**config.mk**
```make
export PLATFORM = sky130hd
export DESIGN_NAME = controle_drenagem_flat
export DESIGN_NICKNAME = d
export VERILOG_FILES = /design/src/rtl/controle_drenagem_pkg.sv /design/src/rtl/controle_drenagem_if.sv /design/src/rtl/controle_drenagem_filtro.sv /design/src/rtl/controle_drenagem.sv /design/src/flat_wrapper.sv
export SDC_FILE = /design/constraint.sdc
export NUM_CORES = 1
export LEC_CHECK = 0
export ABC_CLOCK_PERIOD_IN_PS = 3100
export BUFFER_PORTS_ARGS = -buffer_cell sky130_fd_sc_hd__buf_2
export CORE_MARGIN = 5
export CORE_UTILIZATION = 50
export CTS_CLUSTER_DIAMETER = 30
export DETAILED_ROUTE_END_ITERATION = 7
export MAX_ROUTING_LAYER = met4
export PLACE_DENSITY_LB_ADDON = 0.25
export SYNTH_ARGS = -nofsm -noshare
export SYNTH_HDL_FRONTEND = slang
export SYNTH_SLANG_ARGS = --single-unit
```
**constraint.sdc**
```tcl
create_clock -name clk -period 3.1 [get_ports clk]
set_clock_uncertainty 0.1 [all_clocks]
set_input_delay 0.775 -clock clk [delete_from_list [all_inputs] [get_ports clk]]
set_output_delay 0.775 -clock clk [all_outputs]
set_load 0.01 [all_outputs]
```
**src/rtl/controle_drenagem_pkg.sv**
```systemverilog
// Shared types for the garage drainage-pump controller.
package drenagem_pkg;

    typedef enum logic [2:0] {
        IDLE,
        LEAD_ON,
        STAGGER,
        BOTH_ON,
        FAULT
    } estado_t;

    localparam logic LEAD_A = 1'b0;
    localparam logic LEAD_B = 1'b1;

endpackage

```
**src/rtl/controle_drenagem_if.sv**
```systemverilog
// Sensor/command bundle between the flood monitor side and the pump controller.
interface controle_drenagem_if;
    logic alerta;
    logic emergencia;
    logic vazio;
    logic falha_a;
    logic falha_b;
    logic bomba_a;
    logic bomba_b;
    logic fecha_portao;
    logic alarme_falha;
    logic lead;

    modport master (
        output alerta, emergencia, vazio, falha_a, falha_b,
        input  bomba_a, bomba_b, fecha_portao, alarme_falha, lead
    );

    modport slave (
        input  alerta, emergencia, vazio, falha_a, falha_b,
        output bomba_a, bomba_b, fecha_portao, alarme_falha, lead
    );
endinterface

```
**src/rtl/controle_drenagem_filtro.sv**
```systemverilog
// Level debounce: q follows d only after DEBOUNCE_CYC consecutive differing samples.
module filtro_debounce #(
    parameter int DEBOUNCE_CYC = 4
) (
    input  logic clk,
    input  logic reset,
    input  logic d,
    output logic q
);
    localparam int CW = (DEBOUNCE_CYC > 1) ? $clog2(DEBOUNCE_CYC) : 1;

    logic [CW-1:0] cnt;

    always_ff @(posedge clk) begin
        if (reset) begin
            q   <= 1'b0;
            cnt <= '0;
        end else if (d == q) begin
            cnt <= '0;
        end else if (cnt == CW'(DEBOUNCE_CYC - 1)) begin
            q   <= d;
            cnt <= '0;
        end else begin
            cnt <= cnt + 1'b1;
        end
    end
endmodule

```
**src/rtl/controle_drenagem.sv**
```systemverilog
// Lead/lag drainage-pump sequencer with trip handling and gate-close request.
// Optional DRENO_ALTERNANCIA_EN: swap lead pump on every normal return to IDLE.
module controle_drenagem
    import drenagem_pkg::*;
#(
    parameter int DEBOUNCE_CYC = 4,
    parameter int MIN_ON_CYC   = 16,
    parameter int MAX_ON_CYC   = 1024,
    parameter int STAGGER_CYC  = 8
) (
    input  logic clk,
    input  logic reset,
    controle_drenagem_if.slave bus
);
    localparam int CNT_W = $clog2(MAX_ON_CYC + 1);

    logic alerta_f, emergencia_f, vazio_f;

    filtro_debounce #(.DEBOUNCE_CYC(DEBOUNCE_CYC)) u_filtro_alerta (
        .clk(clk), .reset(reset), .d(bus.alerta), .q(alerta_f)
    );
    filtro_debounce #(.DEBOUNCE_CYC(DEBOUNCE_CYC)) u_filtro_emergencia (
        .clk(clk), .reset(reset), .d(bus.emergencia), .q(emergencia_f)
    );
    filtro_debounce #(.DEBOUNCE_CYC(DEBOUNCE_CYC)) u_filtro_vazio (
        .clk(clk), .reset(reset), .d(bus.vazio), .q(vazio_f)
    );

    estado_t          estado, estado_nxt;
    logic             lead_r, lead_nxt, alterna;
    logic             trip_a, trip_b, trip_a_nxt, trip_b_nxt;
    logic [CNT_W-1:0] on_cnt, on_cnt_nxt, stg_cnt, stg_cnt_nxt;
    logic             bomba_a_r, bomba_b_r, fecha_r, alarme_r;
    logic             bomba_a_nxt, bomba_b_nxt, fecha_nxt, alarme_nxt;

    always_comb begin
        trip_a_nxt  = trip_a | bus.falha_a;
        trip_b_nxt  = trip_b | bus.falha_b;
        estado_nxt  = estado;
        on_cnt_nxt  = on_cnt;
        stg_cnt_nxt = stg_cnt;
        alterna     = 1'b0;

        if (trip_a_nxt && trip_b_nxt) begin
            estado_nxt = FAULT;
        end else begin
            case (estado)
                IDLE: begin
                    if (emergencia_f)  estado_nxt = STAGGER;
                    else if (alerta_f) estado_nxt = LEAD_ON;
                end
                LEAD_ON: begin
                    if (emergencia_f || on_cnt == CNT_W'(MAX_ON_CYC - 1)) begin
                        estado_nxt = STAGGER;
                    end else if (vazio_f && on_cnt >= CNT_W'(MIN_ON_CYC)) begin
                        estado_nxt = IDLE;
                        alterna    = 1'b1;
                    end else if (on_cnt != '1) begin
                        on_cnt_nxt = on_cnt + 1'b1;
                    end
                end
                STAGGER: begin
                    if (stg_cnt == CNT_W'(STAGGER_CYC - 1)) estado_nxt  = BOTH_ON;
                    else                                    stg_cnt_nxt = stg_cnt + 1'b1;
                end
                BOTH_ON: begin
                    if (!emergencia_f) begin
                        if (vazio_f) begin
                            estado_nxt = IDLE;
                            alterna    = 1'b1;
                        end else begin
                            estado_nxt = LEAD_ON;
                        end
                    end
                end
                FAULT:   estado_nxt = FAULT;
                default: estado_nxt = IDLE;
            endcase
        end

        if (estado_nxt != estado) begin
            on_cnt_nxt  = '0;
            stg_cnt_nxt = '0;
        end

        // A single trip pins lead to the healthy pump; a double trip freezes it.
`ifdef DRENO_ALTERNANCIA_EN
        lead_nxt = lead_r ^ alterna;
`else
        lead_nxt = LEAD_A;
`endif
        if (trip_a_nxt && trip_b_nxt) lead_nxt = lead_r;
        else if (trip_a_nxt)          lead_nxt = LEAD_B;
        else if (trip_b_nxt)          lead_nxt = LEAD_A;

        bomba_a_nxt = 1'b0;
        bomba_b_nxt = 1'b0;
        case (estado_nxt)
            LEAD_ON, STAGGER: begin
                bomba_a_nxt = (lead_nxt == LEAD_A);
                bomba_b_nxt = (lead_nxt == LEAD_B);
            end
            BOTH_ON: begin
                bomba_a_nxt = 1'b1;
                bomba_b_nxt = 1'b1;
            end
            default: ;
        endcase
        bomba_a_nxt = bomba_a_nxt & ~trip_a_nxt;
        bomba_b_nxt = bomba_b_nxt & ~trip_b_nxt;

        alarme_nxt = (estado_nxt == FAULT);
        fecha_nxt  = (estado_nxt == FAULT)
                   || (((estado_nxt == STAGGER) || (estado_nxt == BOTH_ON)) && emergencia_f)
                   || ((trip_a_nxt || trip_b_nxt) && (estado_nxt != IDLE));
    end

    always_ff @(posedge clk) begin
        if (reset) begin
            estado    <= IDLE;
            lead_r    <= LEAD_A;
            trip_a    <= 1'b0;
            trip_b    <= 1'b0;
            on_cnt    <= '0;
            stg_cnt   <= '0;
            bomba_a_r <= 1'b0;
            bomba_b_r <= 1'b0;
            fecha_r   <= 1'b0;
            alarme_r  <= 1'b0;
        end else begin
            estado    <= estado_nxt;
            lead_r    <= lead_nxt;
            trip_a    <= trip_a_nxt;
            trip_b    <= trip_b_nxt;
            on_cnt    <= on_cnt_nxt;
            stg_cnt   <= stg_cnt_nxt;
            bomba_a_r <= bomba_a_nxt;
            bomba_b_r <= bomba_b_nxt;
            fecha_r   <= fecha_nxt;
            alarme_r  <= alarme_nxt;
        end
    end

    assign bus.bomba_a      = bomba_a_r;
    assign bus.bomba_b      = bomba_b_r;
    assign bus.fecha_portao = fecha_r;
    assign bus.alarme_falha = alarme_r;
    assign bus.lead         = lead_r;
endmodule

```
**src/flat_wrapper.sv**
```systemverilog
// flat-port wrapper written by rule: the top's interface ports become plain ports
module controle_drenagem_flat import drenagem_pkg::*;
#(
    parameter int DEBOUNCE_CYC = 4,
    parameter int MIN_ON_CYC   = 16,
    parameter int MAX_ON_CYC   = 1024,
    parameter int STAGGER_CYC  = 8
)
  (clk, reset, bus_alerta, bus_emergencia, bus_vazio, bus_falha_a, bus_falha_b, bus_bomba_a, bus_bomba_b, bus_fecha_portao, bus_alarme_falha, bus_lead);
  controle_drenagem_if bus_i ();
  input  logic clk;
  input  logic reset;
  input wire logic [$bits(bus_i.alerta)-1:0] bus_alerta;
  input wire logic [$bits(bus_i.emergencia)-1:0] bus_emergencia;
  input wire logic [$bits(bus_i.vazio)-1:0] bus_vazio;
  input wire logic [$bits(bus_i.falha_a)-1:0] bus_falha_a;
  input wire logic [$bits(bus_i.falha_b)-1:0] bus_falha_b;
  output wire logic [$bits(bus_i.bomba_a)-1:0] bus_bomba_a;
  output wire logic [$bits(bus_i.bomba_b)-1:0] bus_bomba_b;
  output wire logic [$bits(bus_i.fecha_portao)-1:0] bus_fecha_portao;
  output wire logic [$bits(bus_i.alarme_falha)-1:0] bus_alarme_falha;
  output wire logic [$bits(bus_i.lead)-1:0] bus_lead;
  assign bus_i.alerta = bus_alerta;
  assign bus_i.emergencia = bus_emergencia;
  assign bus_i.vazio = bus_vazio;
  assign bus_i.falha_a = bus_falha_a;
  assign bus_i.falha_b = bus_falha_b;
  assign bus_bomba_a = bus_i.bomba_a;
  assign bus_bomba_b = bus_i.bomba_b;
  assign bus_fecha_portao = bus_i.fecha_portao;
  assign bus_alarme_falha = bus_i.alarme_falha;
  assign bus_lead = bus_i.lead;
  controle_drenagem #(.DEBOUNCE_CYC(DEBOUNCE_CYC), .MIN_ON_CYC(MIN_ON_CYC), .MAX_ON_CYC(MAX_ON_CYC), .STAGGER_CYC(STAGGER_CYC)) u_core (.clk(clk), .reset(reset), .bus(bus_i));
endmodule
```
==> results by group, run 1 <==
Worst setup path
  – FF-to-FF path depth: 6
  – CP Data Arrival Time: around 2.5 ns
  – Worst setup SP type: flop
  – Critical R2R Launch: u_core.on_cnt[4]
  – CP bufs+invs: 1
  – CP max stage delay: approximately 0.63 ns
  – Reg2reg setup slack: roughly 0.64 ns
  – Cells along the critical path: nand3_1 > or4_1 > a32oi_2 > a211o_1 > buf_4 > nor3_1
  – Worst path slowest cell: or4_1
  – Reg2reg end: u_core.stg_cnt[1]
  – Setup crit end kind: flop
  – Required @ worst endpoint: 3.17 ns
  – Crit-path leading delay family: simple AND/OR/NAND/NOR gates
  – CP max FO: 22
  – Critical path class: reg -> reg

Hold path
  – Hold Path Class: reg -> reg
  – Hold EP: u_core.u_filtro_emergencia.cnt[0]
  – Hold Path Cell Cnt: 1
  – Hold wc startpoint: u_core.u_filtro_emergencia.cnt[0]

Routing
  – Routed wire length per instance: 12.5 um
  – DRT met1 WL: 1.78 mm
  – Metal3 WL: 120 um
  – Post-Route WL: 3.57 mm
  – Top sig layer: met4
  – Metal2 WL: 1.60 mm
  – Vias per cell: around 5.5
  – Number of remaining DRC errors: 0
  – DR iter-0 viols: 77
  – Drt first pass iters: 4
  – Detailed-route via count: 1577
  – Post-DRT Antenna Nets: 0

Synth
  – Synth area leader: dfxtp_1
  – Yosys top cell area share: approximately two fifths
  – Top cells by area in the synthesized netlist: dfxtp_1, nor3_2, xor2_1, nand4_1, nor2_1
  – Register area share after synthesis: 38.9%
  – Syn nets: ~240
  – Post-Syn Area: between 2000 and 2500 um2
  – Yosys Warn Count: 0
  – Fraction of registers with async set/reset: 0%
  – Mapped Cells: 222
  – Synth Register Bits: 41
  – Syn Area/Cell: roughly 9.5 um2
  – Ys flop type: dfxtp_1
  – Unique masters post-synth: 44
  – Post-synth EDFFs: 0

Layout
  – Layout cell share with drive strength beyond 1: 20.9%
  – Antenna cells: 0
  – Area Growth Syn to Fin: 7.82%
  – Nets: 247
  – Fillers: 378
  – Final Non-Filler Cells: around 290

Timing
  – Worst Tran Pin Value: roughly 0.47 ns
  – Final Hold Fails: 0
  – TNS Setup: 0 ns
  – RSZ-0062 raised after global routing: false
  – Period minus WS final: between 2 and 2.5 ns
  – WHS: 0.323 ns
  – Slew headroom: roughly two thirds
  – Fmax: 0.407 GHz
  – Tcrit/Tclk final: 79.3%
  – Final WS setup: 0.641 ns
  – Slew Viols, Final: 0
  – Setup violations, final: 0

Global routing
  – Congestion Overflow GR: 0
  – Initial antenna violation count: 0
  – Largest net degree at the start of global routing: 23
  – Via count of the first global-routing pass: ~1500
  – First-pass GRT wire length: 6.31 mm
  – Tot GR Track Use: about 15%

Pwr
  – Internal Power: around 700 uW
  – Combinational cell fraction of total power: around 6.0%
  – Clock network power share: 35.4%
  – Worst IR Drop VDD: around 0.00032 V
  – Switch share: 22.6%
  – Pwr Total: 929 uW
  – Switching Power: 210 uW
  – Sequential power share: 58.6%
  – PwrDens: 408 nW/um2
  – Lkg Pwr: between 0.0008 and 0.0009 uW

Clock tree
  – Worst-path clk slew: 0.07 ns
  – CTS tree: built
  – Hold buffers post-CTS: 0
  – Post-CTS sizing: 0
  – TritonCTS Buffers: 5
  – CTS Buffer Depth: 2
  – Later-pin clock latency in the skew report: 0.29 ns
  – Clock root cell: clkbuf_8
  – Sink Count: 41
  – Max H-tree Level: 2
  – Post-CTS Setup Inserts: 0

Place
  – Routability Congestion: a little over 0.8
  – I/O Buffers: 11
  – Hpwl dp: 2.52 mm
  – Setup WS pre-CTS: approximately 0.56 ns
  – DP Cell Count: around 280

Status
  – Status: complete, no violations

Floorplanning
  – Die X: around 75 um
  – Die Ht: 75.0 um
  – I/O pins: 12
  – Cell Rows: 23
  – Initial core utilization: between 50% and 60%
  – Core Box Area: 4060 um2
  – Die Footprint: 5620 um2

Flow run
  – Max-Cap Viols: 0
==> worst register-to-register path, stage by stage, from the launching register on <==
cell and delay (ns):
dfxtp_1 0.43, nand3_1 0.25, or4_1 0.63, a32oi_2 0.33, a211o_1 0.18, buf_4 0.32, nor3_1 0.11
==> power by group through the flow <==
| stage | Clock, uW | Sequential, uW | Combinational, uW |
|---|---|---|---|
| floorplan | 0 | 555 | 44.0 |
| global route | 363 | 545 | 63.9 |
| detailed placement | 0 | 556 | 57.0 |
| global placement | 0 | 556 | 55.9 |
| CTS | 338 | 544 | 57.0 |
| finish | 329 | 544 | 55.7 |
==> state kept, by name, summed over array words and instances, names as in the netlist, 2 cells and up <==
signal                          cells
u_core.u_filtro_emergencia.cnt      2
u_core.estado                       3
u_core.u_filtro_vazio.cnt           2
u_core.stg_cnt                     11
u_core.on_cnt                      11
u_core.u_filtro_alerta.cnt          2
==> synthesized netlist by cell type (2+ instances only) <==
master,count
o21a_1,2
nor4_1,5
mux2i_1,5
inv_1,7
nor4b_1,2
nand2b_1,3
nor3_2,19
buf_4,3
o21ai_0,3
dfxtp_1,41
clkbuf_1,4
xor2_1,13
nand2_1,8
nor3_1,5
and3_1,4
and4_1,4
nor3b_1,2
nand4_1,14
buf_6,3
or3_1,4
a21oi_1,5
xnor2_1,9
nand3_1,9
and2_1,2
nor2_1,21
a31o_2,2
ha_1,6
==> cells in the final DEF, fill, tap and decap left out, types with 2 or more instances in the layout <==
cell type / netlist / layout
a21oi_1: 5 / 4
or3_1: 4 / 4
a31o_2: 2 / 2
inv_1: 7 / 7
and3_1: 4 / 4
clkbuf_8: 0 / 5
dfxtp_1: 41 / 41
nor3b_1: 2 / 2
o21ai_0: 3 / 3
and4_1: 4 / 4
xnor2_1: 9 / 9
nor3_1: 5 / 5
nor4_1: 5 / 5
buf_2: 1 / 11
nand2_1: 8 / 8
nor4b_1: 2 / 2
nor3_2: 19 / 19
mux2i_1: 5 / 5
nand3_1: 9 / 9
nor2_1: 21 / 21
and2_1: 2 / 2
nand4_1: 14 / 14
xor2_1: 13 / 13
nand2b_1: 3 / 3
clkbuf_1: 4 / 3
o21a_1: 2 / 2
ha_1: 6 / 6
buf_4: 3 / 6
==> kinds of logic after synthesis <==
| family | synth area share, % |
|---|---|
| xor+xnor | 9.12 |
| mux | 2.37 |
| buf+inv | 5.09 |
| compound gates | 6.99 |
| fa+ha+maj | 3.55 |
| flops | 38.9 |
| simple gates | 34.0 |
==> routing by layer <==
layer	global-route usage, %	vias to the layer above
li1	-	822
met1	18.5	722
met2	22.7	25
met3	3.74	8
met4	5.93	0
met5	-	-
==> layout make-up <==
type	count	area, um2	area share (%)
flip-flops and latches	41	821	36.0
repair buffers	17	100	4.40
multi-input cells	162	1190	52.1
well taps	50	62.6	2.75
clock buffers	8	80.1	3.52
inverters	7	26.3	1.15
==> stage by stage <==
| step | util, % | cell area, um2 |
|---|---|---|
| after detailed placement | 54.1 | 2200 |
| final | 56.1 | 2280 |
| after CTS | 56.1 | 2280 |
| after floorplan | - | 2110 |
| after global placement | 54.1 | 2200 |
| after global routing | 56.1 | 2280 |
==> worst max path at each step <==
stage                      from                end  slack [ns]  cells past startpoint
6_report       u_core.on_cnt[4]  u_core.stg_cnt[1]        0.64                      6
5_1_grt        u_core.on_cnt[4]  u_core.stg_cnt[1]        0.42                      6
4_1_cts        u_core.on_cnt[4]  u_core.stg_cnt[1]        0.62                      6
3_5_place_dp        bus_falha_a  u_core.stg_cnt[1]        0.56                      8
3_3_place_gp        bus_falha_a  u_core.stg_cnt[9]        0.59                      7
2_1_floorplan       bus_falha_a  u_core.stg_cnt[1]        0.43                      6
Power figures use the tool's default switching activity.
==> run 2: changes to the inputs <==
- ABC_CLOCK_PERIOD_IN_PS: 3100 -> 2000
- clock period: 3.1 -> 2 ns (I/O delays scaled with it)
==> results by group, run 2 (same netlist as run 1, synthesis figures left out) <==
Worst setup path
  – Critical path startpoint: u_core.on_cnt[10]
  – CP max FO: 5 (-77%)
  – Critical R2R Launch: u_core.on_cnt[10]
  – Worst path slowest cell: or4_4
  – Worst setup SP type: flop
  – CP max stage delay: 0.53 ns (-0.10 ns)
  – FF-to-FF path depth: 8 (+2)
  – Cells along the critical path: or4_4 > o41ai_4 > a32oi_2 > buf_4 > a21oi_4 > buf_4 > clkbuf_16 > nor3_2
  – Required @ worst endpoint: 2.08 ns (-1.09 ns)
  – Most frequent CP cell: buf_4
  – Setup crit end kind: flop
  – Reg2reg setup slack: -0.22 ns (-0.86 ns)
  – Critical path class: reg -> reg
  – CP Data Arrival Time: 2.30 ns (-0.23 ns)

Floorplanning
  – I/O pins: 12 (unchanged)
  – Die Footprint: 5620 um2 (unchanged)
  – Cell Rows: 23 (unchanged)
  – Die X: 75.0 um (unchanged)
  – Core Box Area: 4060 um2 (unchanged)
  – Initial core utilization: 52.1% (unchanged)
  – Die Ht: 75.0 um (unchanged)

Clock tree
  – Worst-path clk slew: 0.08 ns (about the same)
  – Later-pin clock latency in the skew report: 0.30 ns (about the same)
  – TritonCTS Buffers: 5 (unchanged)
  – Clock root cell: clkbuf_8
  – Sink Count: 41 (unchanged)
  – Max H-tree Level: 2 (unchanged)
  – CTS tree: built
  – CTS Buffer Depth: 2 (unchanged)

Timing
  – Final WS setup: -0.218 ns (-0.859 ns)
  – Fmax: 0.451 GHz (+11%)
  – Slew headroom: 57.3% (-11 points)
  – Period minus WS final: 2.22 ns (-0.241 ns)
  – Tcrit/Tclk final: 111% (+32 points)
  – Final Hold Fails: 0 (unchanged)
  – Slew Viols, Final: 0 (unchanged)
  – Setup violations, final: 26 (+26)
  – WHS: 0.325 ns (+0.00198 ns)
  – Worst Tran Pin Value: 0.634 ns (+0.163 ns)
  – RSZ-0062 raised after global routing: true

Status
  – Failing checks: setup timing
  – Status: complete, but fails checks

Routing
  – Vias per cell: 5.42 (-2.1%)
  – DR iter-0 viols: 107 (+39%)
  – Drt first pass iters: 4 (unchanged)
  – Post-Route WL: 4.54 mm (+27%)
  – Detailed-route via count: 1728 (+9.6%)
  – Post-DRT Antenna Nets: 0 (unchanged)
  – Number of remaining DRC errors: 0 (unchanged)
  – Routed wire length per instance: 14.2 um (+14%)

Layout
  – Most frequent cells in the layout: dfxtp_1, buf_4, nor2_1, nor3_2, nand4_1
  – Nets: 281 (+14%)
  – Most common cell after layout, fill and taps aside: dfxtp_1
  – Antenna cells: 0 (unchanged)
  – Final Non-Filler Cells: 319 (+12%)
  – Layout cell share with drive strength beyond 1: 36.1% (+15 points)
  – Layout Utilization: 66.9% (+11 points)
  – Largest regs: u_core.on_cnt x11, u_core.stg_cnt x11, u_core.estado x3
  – Area Growth Syn to Fin: 28.5%

Pwr
  – Sequential power share: 48.6% (-10 points)
  – PwrDens: 638 nW/um2 (+57%)
  – Combinational cell fraction of total power: 6.1% (about the same)
  – Worst IR Drop VDD: 0.000772 V (+140%)
  – Clock network power share: 45.3% (+9.9 points)
  – Lkg Pwr: 0.00105 uW (+23%)
  – Internal Power: 1370 uW (+91%)
  – Switching Power: 359 uW (+71%)
  – Pwr Total: 1730 uW (+87%)
  – Switch share: 20.7% (-1.8 points)

Place
  – Hpwl dp: 2.91 mm (+15%)
  – Routability Congestion: 0.804 (-0.16%)
  – I/O Buffers: 11 (unchanged)
  – DP Cell Count: 299 (+7.9%)
  – Setup WS pre-CTS: -0.261 ns (-0.818 ns)

Hold path
  – Hold Path Cell Cnt: 1 (unchanged)
  – Hold Path Class: reg -> reg
  – Hold wc startpoint: u_core.u_filtro_alerta.cnt[0]

Flow run
  – Max-Cap Viols: 0 (unchanged)

Global routing
  – Largest net degree at the start of global routing: 14 (-39%)
  – First-pass GRT wire length: 7.67 mm (+22%)
  – Initial antenna violation count: 0 (unchanged)
  – Tot GR Track Use: 18.3% (+3.6 points)
  – Congestion Overflow GR: 0 (unchanged)
  – Via count of the first global-routing pass: 1709 (+17%)
## run 2: changes by cell type in the layout (fill, tap and decap cells not counted), moves of 2 or more
| cell | change |
|---|---|
| dfxtp_1 | -4 |
| dfxtp_2 | +4 |
| buf_12 | +2 |
| buf_4 | +26 |
| bufinv_16 | +2 |
| clkbuf_1 | -3 |
| buf_6 | +4 |
## run 2: worst paths after layout
| path | endpoint |
|---|---|
| max | u_core.stg_cnt[9] |
| min reg2reg | u_core.u_filtro_alerta.cnt[0] |
| max reg2reg | u_core.stg_cnt[9] |
| min | u_core.u_filtro_alerta.cnt[0] |
## run 2: metal layers
layer	GRT usage, %	share of wire, %
met1	22.4	46
met2	28.9	50
met3	4.41	2.6
met4	7.51	1.7
met5	-	0
## run 2: area by class of cell
cell class              count  area [um2]
fillers                   340        1340
multi-input cells         162        1230
flip-flops and latches     41         826
repair buffers             51         433
clock buffers               5        68.8
clock inverters             3        65.1
well taps                  50        62.6
inverters                   7        26.3
## run 2: what timing repair did
| action | CTS | global route |
|---|---|---|
| gates resized for setup | 18 | 3 |
| pin swaps | 7 | 1 |
| endpoints found under the hold margin | 0 | 0 |
| endpoints found under the setup margin | 25 | 26 |
| hold buffers | 0 | 0 |
| setup buffers | 7 | 3 |
| cloned | 2 | 1 |
## run 2: power groups by stage
stage	registers [uW]	clock network, uW	logic (uW)
floorplan	860	0	68.7
global placement	861	0	93.5
detailed placement	861	0	96.8
CTS	842	801	105
global route	845	840	117
finish	842	785	105
## run 2: stage by stage
stage	TNS [ns]	instance area, um2
3_3_place_gp	-4.11	2380
4_1_cts	-4.10	2680
3_5_place_dp	-5.78	2380
2_1_floorplan	-7.44	2120
5_1_grt	-7.03	2710
6_report	-4.79	2710
## run 2: critical path: cells and delay by family, from the launching register on
family / cells / cell delay [ns]
buffers and inverters: 3 / 0.47
DFF: 1 / 0.32
and+or+nand+nor: 2 / 0.57
AOI/OAI and AO/OA: 3 / 0.65
